[config.mk]
export PLATFORM = sky130hd
export DESIGN_NAME = password_store_ctrl
export DESIGN_NICKNAME = d
export VERILOG_FILES = /design/src/rtl/password_store_ctrl.sv
export SDC_FILE = /design/constraint.sdc
export NUM_CORES = 1
export LEC_CHECK = 0
export BUFFER_PORTS_ARGS = -buffer_cell sky130_fd_sc_hd__buf_2
export CORE_AREA = 5 5 83 85
export CTS_CLUSTER_SIZE = 30
export DETAILED_ROUTE_END_ITERATION = 6
export DIE_AREA = 0 0 88 90
export GPL_TIMING_DRIVEN = 1
export PLACE_DENSITY = 0.77
export SLEW_MARGIN = 20
export SYNTH_ARGS = -nofsm -noshare
export SYNTH_HDL_FRONTEND = slang
export SYNTH_SLANG_ARGS = --single-unit
[constraint.sdc]
create_clock -name CLK -period 2.45 [get_ports CLK]
set_clock_uncertainty 0.1 [all_clocks]
set_input_delay 0.3675 -clock CLK [delete_from_list [all_inputs] [get_ports CLK]]
set_output_delay 0.3675 -clock CLK [all_outputs]
set_load 0.02 [all_outputs]
[src/rtl/password_store_ctrl.sv]
`default_nettype none
// ============================================================================
// Module   : password_store_ctrl
// Purpose  : Supervisor between the keypad front-end and the serial password
//            validator. Owns the 4-digit password store, forwards keypad
//            digits to the validator as one-cycle strobes, handles entry
//            timeout, lockdown and relock, and runs an atomic change-password
//            transaction after a successful unlock.
// Ports    : CLK, RST (async, active-low)
//            digitValid/digitIn       keypad digit strobe and BCD value
//            setReq/relockReq         requests honoured only while OPEN
//            addrRd -> dataRd         validator read port on committed store
//            unlockIn/lockDownIn      validator status
//            enableOut/digitOut       digit strobe towards the validator
//            restartOut               validator restart pulse
//            timeoutErr/setDone       event pulses
//            isOpen/dbgState          status
// Revision : 1.0 - initial release
// ============================================================================
module password_store_ctrl #(
  parameter int unsigned TIMEOUT_CYCLES   = 1000,
  parameter logic [15:0] DEFAULT_PASSWORD = 16'h9210
) (
  input  logic       CLK,
  input  logic       RST,
  input  logic       digitValid,
  input  logic [3:0] digitIn,
  input  logic       setReq,
  input  logic       relockReq,
  input  logic [1:0] addrRd,
  output logic [3:0] dataRd,
  input  logic       unlockIn,
  input  logic       lockDownIn,
  output logic       enableOut,
  output logic [3:0] digitOut,
  output logic       restartOut,
  output logic       timeoutErr,
  output logic       setDone,
  output logic       isOpen,
  output logic [2:0] dbgState
);

  // Counter only ever holds 0..TIMEOUT_CYCLES-1.
  localparam int unsigned TW = (TIMEOUT_CYCLES > 2) ? $clog2(TIMEOUT_CYCLES) : 1;
  localparam logic [TW-1:0] TO_LAST = TW'(TIMEOUT_CYCLES - 1);

  typedef enum logic [2:0] {
    ST_IDLE   = 3'd0,
    ST_ENTER  = 3'd1,
    ST_CHECK  = 3'd2,
    ST_OPEN   = 3'd3,
    ST_SET    = 3'd4,
    ST_COMMIT = 3'd5,
    ST_LOCK   = 3'd6
  } state_t;

  state_t        state_q,   state_d;
  logic [2:0]    dcnt_q,    dcnt_d;
  logic [1:0]    slot_q,    slot_d;
  logic [TW-1:0] tcnt_q,    tcnt_d;
  logic [15:0]   store_q,   store_d;
  logic [15:0]   shadow_q,  shadow_d;
  logic          en_q,      en_d;
  logic [3:0]    dig_q,     dig_d;
  logic          restart_q, restart_d;
  logic          tout_q,    tout_d;
  logic          done_q,    done_d;

  logic digit_ok;
  logic tmo_last;

  assign digit_ok = digitValid && (digitIn <= 4'd9);
  assign tmo_last = (tcnt_q == TO_LAST);

  always_comb begin
    state_d   = state_q;
    dcnt_d    = dcnt_q;
    slot_d    = slot_q;
    tcnt_d    = tcnt_q;
    store_d   = store_q;
    shadow_d  = shadow_q;
    en_d      = 1'b0;
    dig_d     = dig_q;
    restart_d = 1'b0;
    tout_d    = 1'b0;
    done_d    = 1'b0;

    if (lockDownIn) begin
      // Lockdown overrides everything, including a commit in flight.
      state_d = ST_LOCK;
    end else begin
      unique case (state_q)
        ST_IDLE: begin
          if (digit_ok) begin
            en_d    = 1'b1;
            dig_d   = digitIn;
            dcnt_d  = 3'd1;
            state_d = ST_ENTER;
          end
        end

        ST_ENTER: begin
          if (dcnt_q == 3'd4) begin
            // The 4th strobe is on the wire this cycle; give the validator
            // one cycle to settle before CHECK looks at unlockIn.
            state_d = ST_CHECK;
          end else if (digit_ok) begin
            en_d   = 1'b1;
            dig_d  = digitIn;
            dcnt_d = dcnt_q + 3'd1;
            tcnt_d = '0;
          end else if (tmo_last) begin
            tout_d    = 1'b1;
            restart_d = 1'b1;
            state_d   = ST_IDLE;
          end else begin
            tcnt_d = tcnt_q + 1'b1;
          end
        end

        ST_CHECK: begin
          if (unlockIn) begin
            state_d = ST_OPEN;
          end else begin
            restart_d = 1'b1;
            state_d   = ST_IDLE;
          end
        end

        ST_OPEN: begin
          if (relockReq) begin
            restart_d = 1'b1;
            state_d   = ST_IDLE;
          end else if (setReq) begin
            slot_d   = 2'd0;
            shadow_d = '0;
            state_d  = ST_SET;
          end
        end

        ST_SET: begin
          if (digit_ok) begin
            unique case (slot_q)
              2'd0:    shadow_d[3:0]   = digitIn;
              2'd1:    shadow_d[7:4]   = digitIn;
              2'd2:    shadow_d[11:8]  = digitIn;
              default: shadow_d[15:12] = digitIn;
            endcase
            tcnt_d = '0;
            if (slot_q == 2'd3) begin
              state_d = ST_COMMIT;
            end else begin
              slot_d = slot_q + 2'd1;
            end
          end else if (tmo_last) begin
            tout_d   = 1'b1;
            shadow_d = '0;
            state_d  = ST_OPEN;
          end else begin
            tcnt_d = tcnt_q + 1'b1;
          end
        end

        ST_COMMIT: begin
          store_d = shadow_q;
          done_d  = 1'b1;
          state_d = ST_OPEN;
        end

        ST_LOCK: begin
          // Only reached with lockDownIn low: the lockdown has been lifted.
          restart_d = 1'b1;
          state_d   = ST_IDLE;
        end

        default: begin
          state_d = ST_IDLE;
        end
      endcase
    end

    if (state_d != state_q) begin
      tcnt_d = '0;
    end
  end

  always_ff @(posedge CLK or negedge RST) begin
    if (!RST) begin
      state_q   <= ST_IDLE;
      dcnt_q    <= '0;
      slot_q    <= '0;
      tcnt_q    <= '0;
      store_q   <= DEFAULT_PASSWORD;
      shadow_q  <= '0;
      en_q      <= 1'b0;
      dig_q     <= '0;
      restart_q <= 1'b0;
      tout_q    <= 1'b0;
      done_q    <= 1'b0;
    end else begin
      state_q   <= state_d;
      dcnt_q    <= dcnt_d;
      slot_q    <= slot_d;
      tcnt_q    <= tcnt_d;
      store_q   <= store_d;
      shadow_q  <= shadow_d;
      en_q      <= en_d;
      dig_q     <= dig_d;
      restart_q <= restart_d;
      tout_q    <= tout_d;
      done_q    <= done_d;
    end
  end

  // Validator read port sees only the committed store, never the shadow.
  always_comb begin
    dataRd = store_q[3:0];
    unique case (addrRd)
      2'd0:    dataRd = store_q[3:0];
      2'd1:    dataRd = store_q[7:4];
      2'd2:    dataRd = store_q[11:8];
      default: dataRd = store_q[15:12];
    endcase
  end

  assign enableOut  = en_q;
  assign digitOut   = dig_q;
  assign restartOut = restart_q;
  assign timeoutErr = tout_q;
  assign setDone    = done_q;
  assign isOpen     = (state_q == ST_OPEN) || (state_q == ST_SET) ||
                      (state_q == ST_COMMIT);
  assign dbgState   = state_q;

endmodule
`default_nettype wire

[Word-level counts from Yosys, hierarchy flattened]
Cells that the tools add are included.
Operators by class
  bitwise gates (word level): 1
  reduce and logical (&&, ||, !) cells: 19
  mux-type cells: 55
  add/sub/neg operators: 3
  equality and inequality tests: 28
  $lt $le $gt $ge: 1
Operators with widths (count)
  16-bit two-way mux: 4
  10-bit two-way mux: 5
  3-bit two-way mux: 13
  16-bit one-hot mux with 2 select lines: 1
  6-bit AND reduction: 5
  4-bit two-way mux: 6
  10-bit one-hot mux with 2 select lines: 1
  3-bit one-hot mux with 6 select lines: 1
  2-bit inequality test, second input constant: 7
  3-bit == test, second input constant: 4
  1-bit two-way mux: 12
  4-bit one-hot mux with 3 select lines: 1
  10-bit by 1-bit adder with 10-bit output, second input constant: 1
  10-bit == test, second input constant: 1
  2-bit two-way mux: 5
  3-bit by 2-bit inequality test with 1-bit output, second input constant: 3
  3-bit inequality test, second input constant: 3
  4-bit one-hot mux with 2 select lines: 1
  2-bit == test, second input constant: 3
  3-bit by 2-bit == test with 1-bit output, second input constant: 2
  3-bit one-hot mux with 2 select lines: 1
  3-bit AND reduction: 2
  5-bit AND reduction: 1
  2-bit by 1-bit == test with 1-bit output, second input constant: 2
  other kinds (18): 22
Word-level totals
  logic and storage cells: 121
  output and inout port bits: 16
  register bits after elaboration: 58
  input bits: 13

[Logic depth before layout (Yosys ltp)]
Gate-level depths: netlist of run 1.
  word-level depth: 9
  depth in mapped cells: 8
  depth with buffers taken out: 8

[Least setup slack after synthesis of run 1]
Ideal clock, no wire load.
  path type: flip-flop to flip-flop
  start: reg tcnt_q[0]
  end: reg shadow_q[0]
  cell stages (with the launch flop): 8
  slack: 0.461 ns
  required time: 2.225 ns
  arrival: 1.764 ns
  buffers on the path: 0
  cell sequence: dfrtp_1 > ha_1 > and3_1 > nand4_4 > nor2_2 > nor2_2 > a21oi_2 > mux2_2
On the way
  cells in the longest elaborated chain, start to end: 3
Ends and longest elaborated chain
  start: declaration: RTL line 60  | logic [TW-1:0] tcnt_q, tcnt_d;
  start signal: assignment: RTL line 204  | tcnt_q <= tcnt_d;
  10-bit == test: RTL line 73  | assign tmo_last = (tcnt_q == TO_LAST);
  3-bit inequality test (no source line)
  6-bit AND reduction (no source line)
  end signal: assignment: RTL line 206  | shadow_q <= shadow_d;
  end: declaration: RTL line 62  | logic [15:0] shadow_q, shadow_d;
No other way between the ends.
A chain may end at the register's enable or synchronous reset.

[Worst setup path in the final report of run 1]
  start: reg state_q[0] (netlist: dbgState[0])
  end: reg tcnt_q[2]
On the way
  cells in the longest elaborated chain, start to end: 8
Ends and longest elaborated chain
  start: declaration: RTL line 57  | state_t state_q, state_d;
  start signal: assignment: RTL line 201  | state_q <= state_d;
  3-bit two-way mux: RTL line 112  | end else if (tmo_last) begin
  3-bit two-way mux: RTL line 107  | end else if (digit_ok) begin
  3-bit two-way mux: RTL line 103  | if (dcnt_q == 3'd4) begin
  3-bit one-hot mux with 6 select lines: RTL line 92  | unique case (state_q)
  3-bit two-way mux: RTL line 88  | if (lockDownIn) begin
  3-bit inequality test: RTL line 182  | if (state_d != state_q) begin
  3-bit inequality test (no source line) (tied with other cells)
  3-bit AND reduction (no source line)
Several ways; a longest one is shown, not always the timed one. The select of a mux whose other input is x is not followed.

==> results.rst, run 1 <==
.. list-table::
   :header-rows: 1

   * - Metric
     - Value
   * - Status
     - complete, no violations
   * - Slew at the pin closest to its max-slew limit
     - 0.561 ns
   * - Req. time, crit path
     - 2.62 ns
   * - Maximum resistive drop on vdd
     - 0.406 mV
   * - Top library cells by usage in the layout, fill and taps aside
     - 54 x sky130_fd_sc_hd__dfrtp_1, 36 x sky130_fd_sc_hd__mux2_2, 28 x sky130_fd_sc_hd__buf_2, 15 x sky130_fd_sc_hd__nor2_1, 12 x sky130_fd_sc_hd__nand2_1
   * - Flip-flop and latch count after synthesis
     - 58
   * - Total number of clock tree sinks
     - 58
   * - Relative max-transition margin
     - 61.6%
   * - Multi-input combinational cell area
     - 1410 um2
   * - WL per Instance
     - 16.1 um
   * - EDFF count, synth
     - 0
   * - Cell at the root of the clock tree
     - sky130_fd_sc_hd__clkbuf_8
   * - Routed vias
     - 2059
   * - Async SR Flop Fraction
     - 100%
   * - Sequential standard cell area
     - 1460 um2
   * - Placer's final routability congestion estimate
     - 0.831
   * - Final critical delay including setup and external delays
     - 2.21 ns
   * - Library cell contributing the largest single delay on the critical path
     - sky130_fd_sc_hd__dfrtp_1
   * - Critical path endpoint category
     - flop
   * - Synthesized Nets
     - 266
   * - Std cell rows
     - 29
   * - Longest individual stage delay on the worst path
     - 0.64 ns
   * - Post-Layout Cell Count
     - 367
   * - Signal arrival time at the worst endpoint
     - 2.38 ns
   * - CTS tree
     - done
   * - Warning count from the yosys run
     - 0
   * - Worst-case clock buffer depth
     - 2
   * - Setup violation total in the final timing report
     - 0
   * - Number of distinct library cell variants in the gate-level netlist after synthesis
     - 55
   * - Most frequent standard cell in the layout excluding fill and tap cells
     - sky130_fd_sc_hd__dfrtp_1
   * - Initial Utilization
     - 48.1%
   * - Final instance area
     - 3450 um2
   * - Resized cells post-CTS
     - 0
   * - Area added between synthesis and finish
     - 16.8%
   * - Worst slack on hold paths
     - 0.188 ns
   * - Io pins
     - 29
   * - Flip-flop cell with the highest count after synthesis
     - sky130_fd_sc_hd__dfrtp_1
   * - Pin count of the biggest net entering global routing
     - 36
   * - Die Footprint
     - 7920 um2
   * - Power per standard cell area
     - 697 nW/um2
   * - Worst hold-check path type
     - in -> reg
   * - Post-detailed-placement half-perimeter wirelength
     - 4210 um
   * - Share of final-layout standard cells stronger than drive strength 1
     - 39.3%
   * - Core Box Area
     - 6130 um2
   * - Pins over their slew limit
     - 0
   * - Number of global-route vias before repair
     - 2105
   * - Maxcap violations
     - 0
   * - Cell area after technology mapping
     - 2950 um2
   * - Insertion delay to the later sink of the worst-skew pair
     - 0.34 ns
   * - Initial drt markers
     - 118
   * - CTS clk-pin slew, worst paths
     - 0.07 ns
   * - Vert. Die Dim
     - 90 um
   * - Total of fill cells in the finished design
     - 475
   * - First-pass GRT wire length
     - 10200 um
   * - Number of vias per cell after detailed routing
     - 5.61
   * - Number of antenna repair diodes
     - 0
   * - Total wire length after detailed routing
     - 5910 um
   * - First-pass DRT Iterations
     - 4
   * - Sequence of cells on the critical path
     - nor2b_1, o211ai_1, o211ai_2, o41ai_2, o2111ai_2, nor2_1
   * - Detail Route Antenna Nets
     - 0
   * - Crit path max fanout
     - 16
   * - Clock buffer count from CTS
     - 9
   * - Overflow after GRT
     - 0
   * - Avg Cell Area, Syn
     - 12.0 um2
   * - Leakage
     - 1.66 nW
   * - Peak Freq
     - 0.452 GHz
   * - Number of buffer cells added on primary ports
     - 28
   * - Post-layout total power
     - 2.40 mW
   * - Antenna violations before repair
     - 0
   * - Total Nets Final
     - 305
   * - DP Area
     - 3210 um2
   * - Aggregate negative setup slack
     - 0 ns
   * - Sequential share of the synthesized area
     - 49.3%
   * - Total DRC errors in the routed layout
     - 0
   * - Final hold viol count
     - 0
   * - Launching element type of the critical path
     - flop
   * - GR Util All Layers
     - 16.7%
   * - RSZ-0062 raised after global routing
     - false
   * - Count of mapped cells out of synthesis
     - 246
   * - Number of H-tree levels
     - 3
   * - Chip Width
     - 88 um
   * - Cell total after placement
     - 350
   * - Path type of the worst setup path
     - reg -> reg
   * - Part of the cycle the worst path needs
     - 90.3%
## repair_timing
action                                 in CTS  in global routing
endpoints found under the hold margin      23                  0
buffers inserted                            0                  0
hold buffers                                1                  0
## worst max-delay path, delay by kind of cell, from the launching register on
family / cells / cell delay, ns
flops: 1 / 0.64
compound gates: 4 / 1.10
simple gates: 2 / 0.30
## final cells by class
cell class                 instances  share of cell area, %
clock buffer                       9                   3.59
sequential                        58                   42.3
multi-input combinational        170                   41.0
inverter                           9                  0.980
clock inverter                     7                   2.94
tap                               77                   2.79
timing repair buffer              37                   6.46
## per-layer routing
layer / vias up / wire [um] / global-route usage [%]
li1: 976 / - / -
met1: 1038 / 2570 / 21.3
met2: 36 / 2980 / 26.3
met3: 9 / 235 / 3.84
met4: 0 / 125 / 8.44
met5: - / 0 / 0
## kinds of logic (layout without fill, tap and decap cells)
logic type | after synthesis | after routing | share of synthesized area, %
AND/OR/NAND/NOR | 71 | 71 | 14.4
buffers and inverters | 18 | 62 | 2.80
XOR/XNOR | 6 | 6 | 1.78
flip-flops | 58 | 58 | 49.3
adder cells (fa/ha/maj) | 7 | 7 | 2.97
multiplexers | 42 | 42 | 17.5
AO/OA/AOI/OAI | 44 | 44 | 11.2
## flip-flops by register name (all words and copies together), names as in the netlist, 2 cells and up
signal	count
shadow_q	16
store_q	16
tcnt_q	10
digitOut	4
dbgState	3
dcnt_q	3
slot_q	2
## path summary, 6_finish.rpt
kind | cells after the start | slack [ns] | from | endpoint
min in group asynchronous | 2 | 0.45 | RST | tcnt_q[2]
worst min register to register | 1 | 0.40 | digitOut[3] | digitOut[3]
max in group asynchronous | 3 | 1.16 | RST | store_q[15]
worst max register to register | 6 | 0.24 | dbgState[0] | tcnt_q[2]
worst max-delay path | 6 | 0.24 | dbgState[0] | tcnt_q[2]
worst min-delay path | 2 | 0.19 | digitIn[0] | digitOut[0]
## report_power, final
part	switching, mW	internal [mW]
sequential	0.0468	1.03
combinational	0.197	0.142
clock	0.410	0.580
total	0.653	1.75
## metrics by stage
stage | util, % | worst slack, ns
6_report | 56.2 | 0.238
5_1_grt | 56.2 | 0.00105
2_1_floorplan | - | 0.461
4_1_cts | 56.2 | 0.218
3_3_place_gp | 52.4 | 0.311
3_5_place_dp | 52.4 | 0.241
## Yosys cell counts (3+ instances only)
master	number	area, um2
sky130_fd_sc_hd__o21ai_0	7	35.0
sky130_fd_sc_hd__inv_1	9	33.8
sky130_fd_sc_hd__a21oi_1	10	50.1
sky130_fd_sc_hd__xor2_1	5	43.8
sky130_fd_sc_hd__nand2_1	12	45.0
sky130_fd_sc_hd__nand4b_1	3	26.3
sky130_fd_sc_hd__mux2_2	36	405
sky130_fd_sc_hd__mux4_2	4	90.1
sky130_fd_sc_hd__clkbuf_1	4	15.0
sky130_fd_sc_hd__ha_1	7	87.6
sky130_fd_sc_hd__and3_1	10	62.6
sky130_fd_sc_hd__nor2_1	15	56.3
sky130_fd_sc_hd__dfrtp_1	54	1350
sky130_fd_sc_hd__buf_2	3	15.0
sky130_fd_sc_hd__nand2b_1	4	25.0
sky130_fd_sc_hd__dfstp_2	4	105
sky130_fd_sc_hd__a21oi_2	4	35.0
sky130_fd_sc_hd__nor3b_2	3	37.5
sky130_fd_sc_hd__nand3_1	6	30.0
sky130_fd_sc_hd__o21a_1	3	22.5
sky130_fd_sc_hd__nand4_1	3	18.8
(Power assumes the default switching activity.)
==> run 2: changes to the inputs <==
--- a/config.mk
+++ b/config.mk
@@ -5,6 +5,7 @@
 export SDC_FILE = /design/constraint.sdc
 export NUM_CORES = 1
 export LEC_CHECK = 0
+export ABC_AREA = 1
 export BUFFER_PORTS_ARGS = -buffer_cell sky130_fd_sc_hd__buf_2
 export CORE_AREA = 5 5 83 85
 export CTS_CLUSTER_SIZE = 30
==> run 2 against run 1 <==
  * Synthesized cell count increased by 59%
  * Final cell count rose by 40%
  * Area after synthesis shrank 0.47%
  * Combinational power is 5.9% lower
  * Power shrank 0.54%
  * Critical endpoint is now isOpen
==> results.rst, run 2 <==
.. list-table::
   :header-rows: 1

   * - Metric
     - Value
   * - Status
     - complete, no violations
   * - Worst hold-check path type
     - in -> reg
   * - Total of fill cells in the finished design
     - 587
   * - Number of antenna repair diodes
     - 0
   * - Slew at the pin closest to its max-slew limit
     - 0.592 ns
   * - Core Box Area
     - 6130 um2
   * - Power per standard cell area
     - 696 nW/um2
   * - Flip-flop cell with the highest count after synthesis
     - sky130_fd_sc_hd__dfrtp_1
   * - Final Worst Setup Slack
     - 0.410 ns
   * - Chip Width
     - 88 um
   * - Synthesized Nets
     - 411
   * - Req. time, crit path
     - 1.98 ns
   * - Maximum resistive drop on vdd
     - 0.432 mV
   * - Sequential share of the synthesized area
     - 49.6%
   * - Place WS
     - 0.448 ns
   * - Clock buffer count from CTS
     - 9
   * - Total Nets Final
     - 451
   * - CTS clk-pin slew, worst paths
     - 0.07 ns
   * - Total DRC errors in the routed layout
     - 0
   * - Pins over their slew limit
     - 0
   * - Largest registers ranked by flip-flop count
     - shadow_q (16), store_q (16), tcnt_q (10)
   * - Path type of the worst setup path
     - reg -> out
   * - Aggregate negative setup slack
     - 0 ns
   * - Antenna violations before repair
     - 0
   * - Count of mapped cells out of synthesis
     - 391
   * - Detail Route Antenna Nets
     - 0
   * - WL per Instance
     - 12.2 um
   * - Top library cells by usage in the layout, fill and taps aside
     - 155 x sky130_fd_sc_hd__nand2_1, 54 x sky130_fd_sc_hd__dfrtp_1, 42 x sky130_fd_sc_hd__inv_1, 37 x sky130_fd_sc_hd__nor2_1, 29 x sky130_fd_sc_hd__nand3_1
   * - RSZ-0062 raised after global routing
     - false
   * - GR Util All Layers
     - 17.2%
   * - Initial drt markers
     - 126
   * - Most frequent standard cell in the layout excluding fill and tap cells
     - sky130_fd_sc_hd__nand2_1
   * - Std cell rows
     - 29
   * - Relative max-transition margin
     - 60.5%
   * - Leakage
     - 1.80 nW
   * - Most frequent cells after synthesis
     - 155 x sky130_fd_sc_hd__nand2_1, 54 x sky130_fd_sc_hd__dfrtp_1, 42 x sky130_fd_sc_hd__inv_1, 37 x sky130_fd_sc_hd__nor2_1, 29 x sky130_fd_sc_hd__nand3_1
   * - Post-detailed-placement half-perimeter wirelength
     - 4600 um
   * - First-pass GRT wire length
     - 11000 um
   * - Async SR Flop Fraction
     - 100%
   * - Total wire length after detailed routing
     - 6270 um
   * - Crit path max fanout
     - 7
   * - Area share of the leading cell type in the synthesized netlist
     - 46.0%
   * - First-pass DRT Iterations
     - 4
   * - Initial Utilization
     - 47.9%
   * - Final hold viol count
     - 0
   * - Cell at the root of the clock tree
     - sky130_fd_sc_hd__clkbuf_8
   * - Placer's final routability congestion estimate
     - 0.952
   * - Resized cells post-CTS
     - 0
   * - Warning count from the yosys run
     - 0
   * - Flip-flop and latch count after synthesis
     - 58
   * - Post-layout total power
     - 2.39 mW
   * - Share of final-layout standard cells stronger than drive strength 1
     - 14.2%
   * - Vert. Die Dim
     - 90 um
   * - Insertion delay to the later sink of the worst-skew pair
     - 0.34 ns
   * - Cell area after technology mapping
     - 2940 um2
   * - Number of distinct library cell variants in the gate-level netlist after synthesis
     - 26
   * - Io pins
     - 29
   * - Maxcap violations
     - 0
   * - Number of H-tree levels
     - 3
   * - Part of the cycle the worst path needs
     - 83.3%
   * - Critical path endpoint category
     - output port
   * - Synth top area cells
     - sky130_fd_sc_hd__dfrtp_1 46%, sky130_fd_sc_hd__nand2_1 20%, sky130_fd_sc_hd__inv_1 5.4%
   * - Number of vias per cell after detailed routing
     - 4.98
   * - Worst-case clock buffer depth
     - 2
   * - Setup violation total in the final timing report
     - 0
   * - Avg Cell Area, Syn
     - 7.51 um2
   * - Number of global-route vias before repair
     - 2473
   * - Largest area contributor in the synthesized netlist
     - sky130_fd_sc_hd__dfrtp_1
   * - EDFF count, synth
     - 0
   * - Overflow after GRT
     - 0
   * - Register-to-register setup slack
     - 0.48 ns
   * - Die Footprint
     - 7920 um2
   * - Signal arrival time at the worst endpoint
     - 1.57 ns
   * - Routed vias
     - 2555
   * - Area added between synthesis and finish
     - 16.8%
   * - Most frequently used cell type in the post-synthesis netlist
     - sky130_fd_sc_hd__nand2_1
   * - Final critical delay including setup and external delays
     - 2.04 ns
   * - Pin count of the biggest net entering global routing
     - 34
   * - Launching element type of the critical path
     - flop
   * - CTS tree
     - done
   * - Total number of clock tree sinks
     - 58
   * - Number of buffer cells added on primary ports
     - 28
   * - Peak Freq
     - 0.490 GHz
## run 2: worst max-delay path, cell delays in order (launching register included)
cell	delay, ns
sky130_fd_sc_hd__dfrtp_1	0.46
sky130_fd_sc_hd__inv_2	0.14
sky130_fd_sc_hd__nand2_1	0.11
sky130_fd_sc_hd__nor2_4	0.14
sky130_fd_sc_hd__inv_1	0.10
sky130_fd_sc_hd__nand3_1	0.10
sky130_fd_sc_hd__buf_2	0.18
## run 2: area by class of cell
type	count	area [um2]	area share, %
clock buffers	9	124	3.61
clock inverters	7	101	2.95
inverters	45	169	4.92
multi-input cells	284	1290	37.7
flip-flops and latches	58	1460	42.4
well taps	77	96.3	2.81
repair buffers	33	193	5.61
## run 2: where the power goes
part           switching (mW)  leakage [nW]  total, mW  internal [mW]
combinational           0.215         0.923      0.319          0.104
sequential             0.0500         0.775       1.08           1.03
clock                   0.408         0.106      0.987          0.578
## run 2: path summary, 6_finish.rpt
| path | from | to | cells after the start |
|---|---|---|---|
| min | digitIn[0] | digitOut[0] | 3 |
| min reg2reg | store_q[7] | store_q[7] | 2 |
| max in group asynchronous | RST | store_q[9] | 3 |
| max reg2reg | dbgState[2] | shadow_q[12] | 8 |
| max | dbgState[1] | isOpen | 6 |
| min in group asynchronous | RST | shadow_q[1] | 2 |
## run 2: cells by family (layout without fill, tap and decap cells)
kind of cell,count (synthesis),count (layout),synth area share (%)
xor+xnor,2,2,0.596
flops,58,58,49.6
fa+ha+maj,7,7,2.98
simple gates,239,239,34.0
compound gates,36,36,6.43
buf+inv,49,94,6.43
## run 2: what timing repair did
item / in CTS / in global routing
setup endpoints to repair: 0 / 0
hold buffers: 1 / 0
hold endpoints to repair: 23 / 0
setup buffers: 0 / 0
## run 2: stage by stage
step	hold WS (ns)	utilization, %	instances	cell area, um2
floorplan	-0.0281	-	391	2940
global placement	0.297	52.1	496	3200
detailed placement	0.309	52.1	496	3200
CTS	0.136	56.0	513	3430
global route	0.154	56.0	513	3430
finish	0.156	56.0	513	3430
## run 2: per-layer routing
metal / global-route usage [%] / up-vias / wire length [um]
li1: - / 1310 / -
met1: 21.8 / 1177 / 2750
met2: 28.1 / 57 / 3130
met3: 4.66 / 11 / 307
met4: 6.01 / 0 / 79
met5: 0 / - / 0
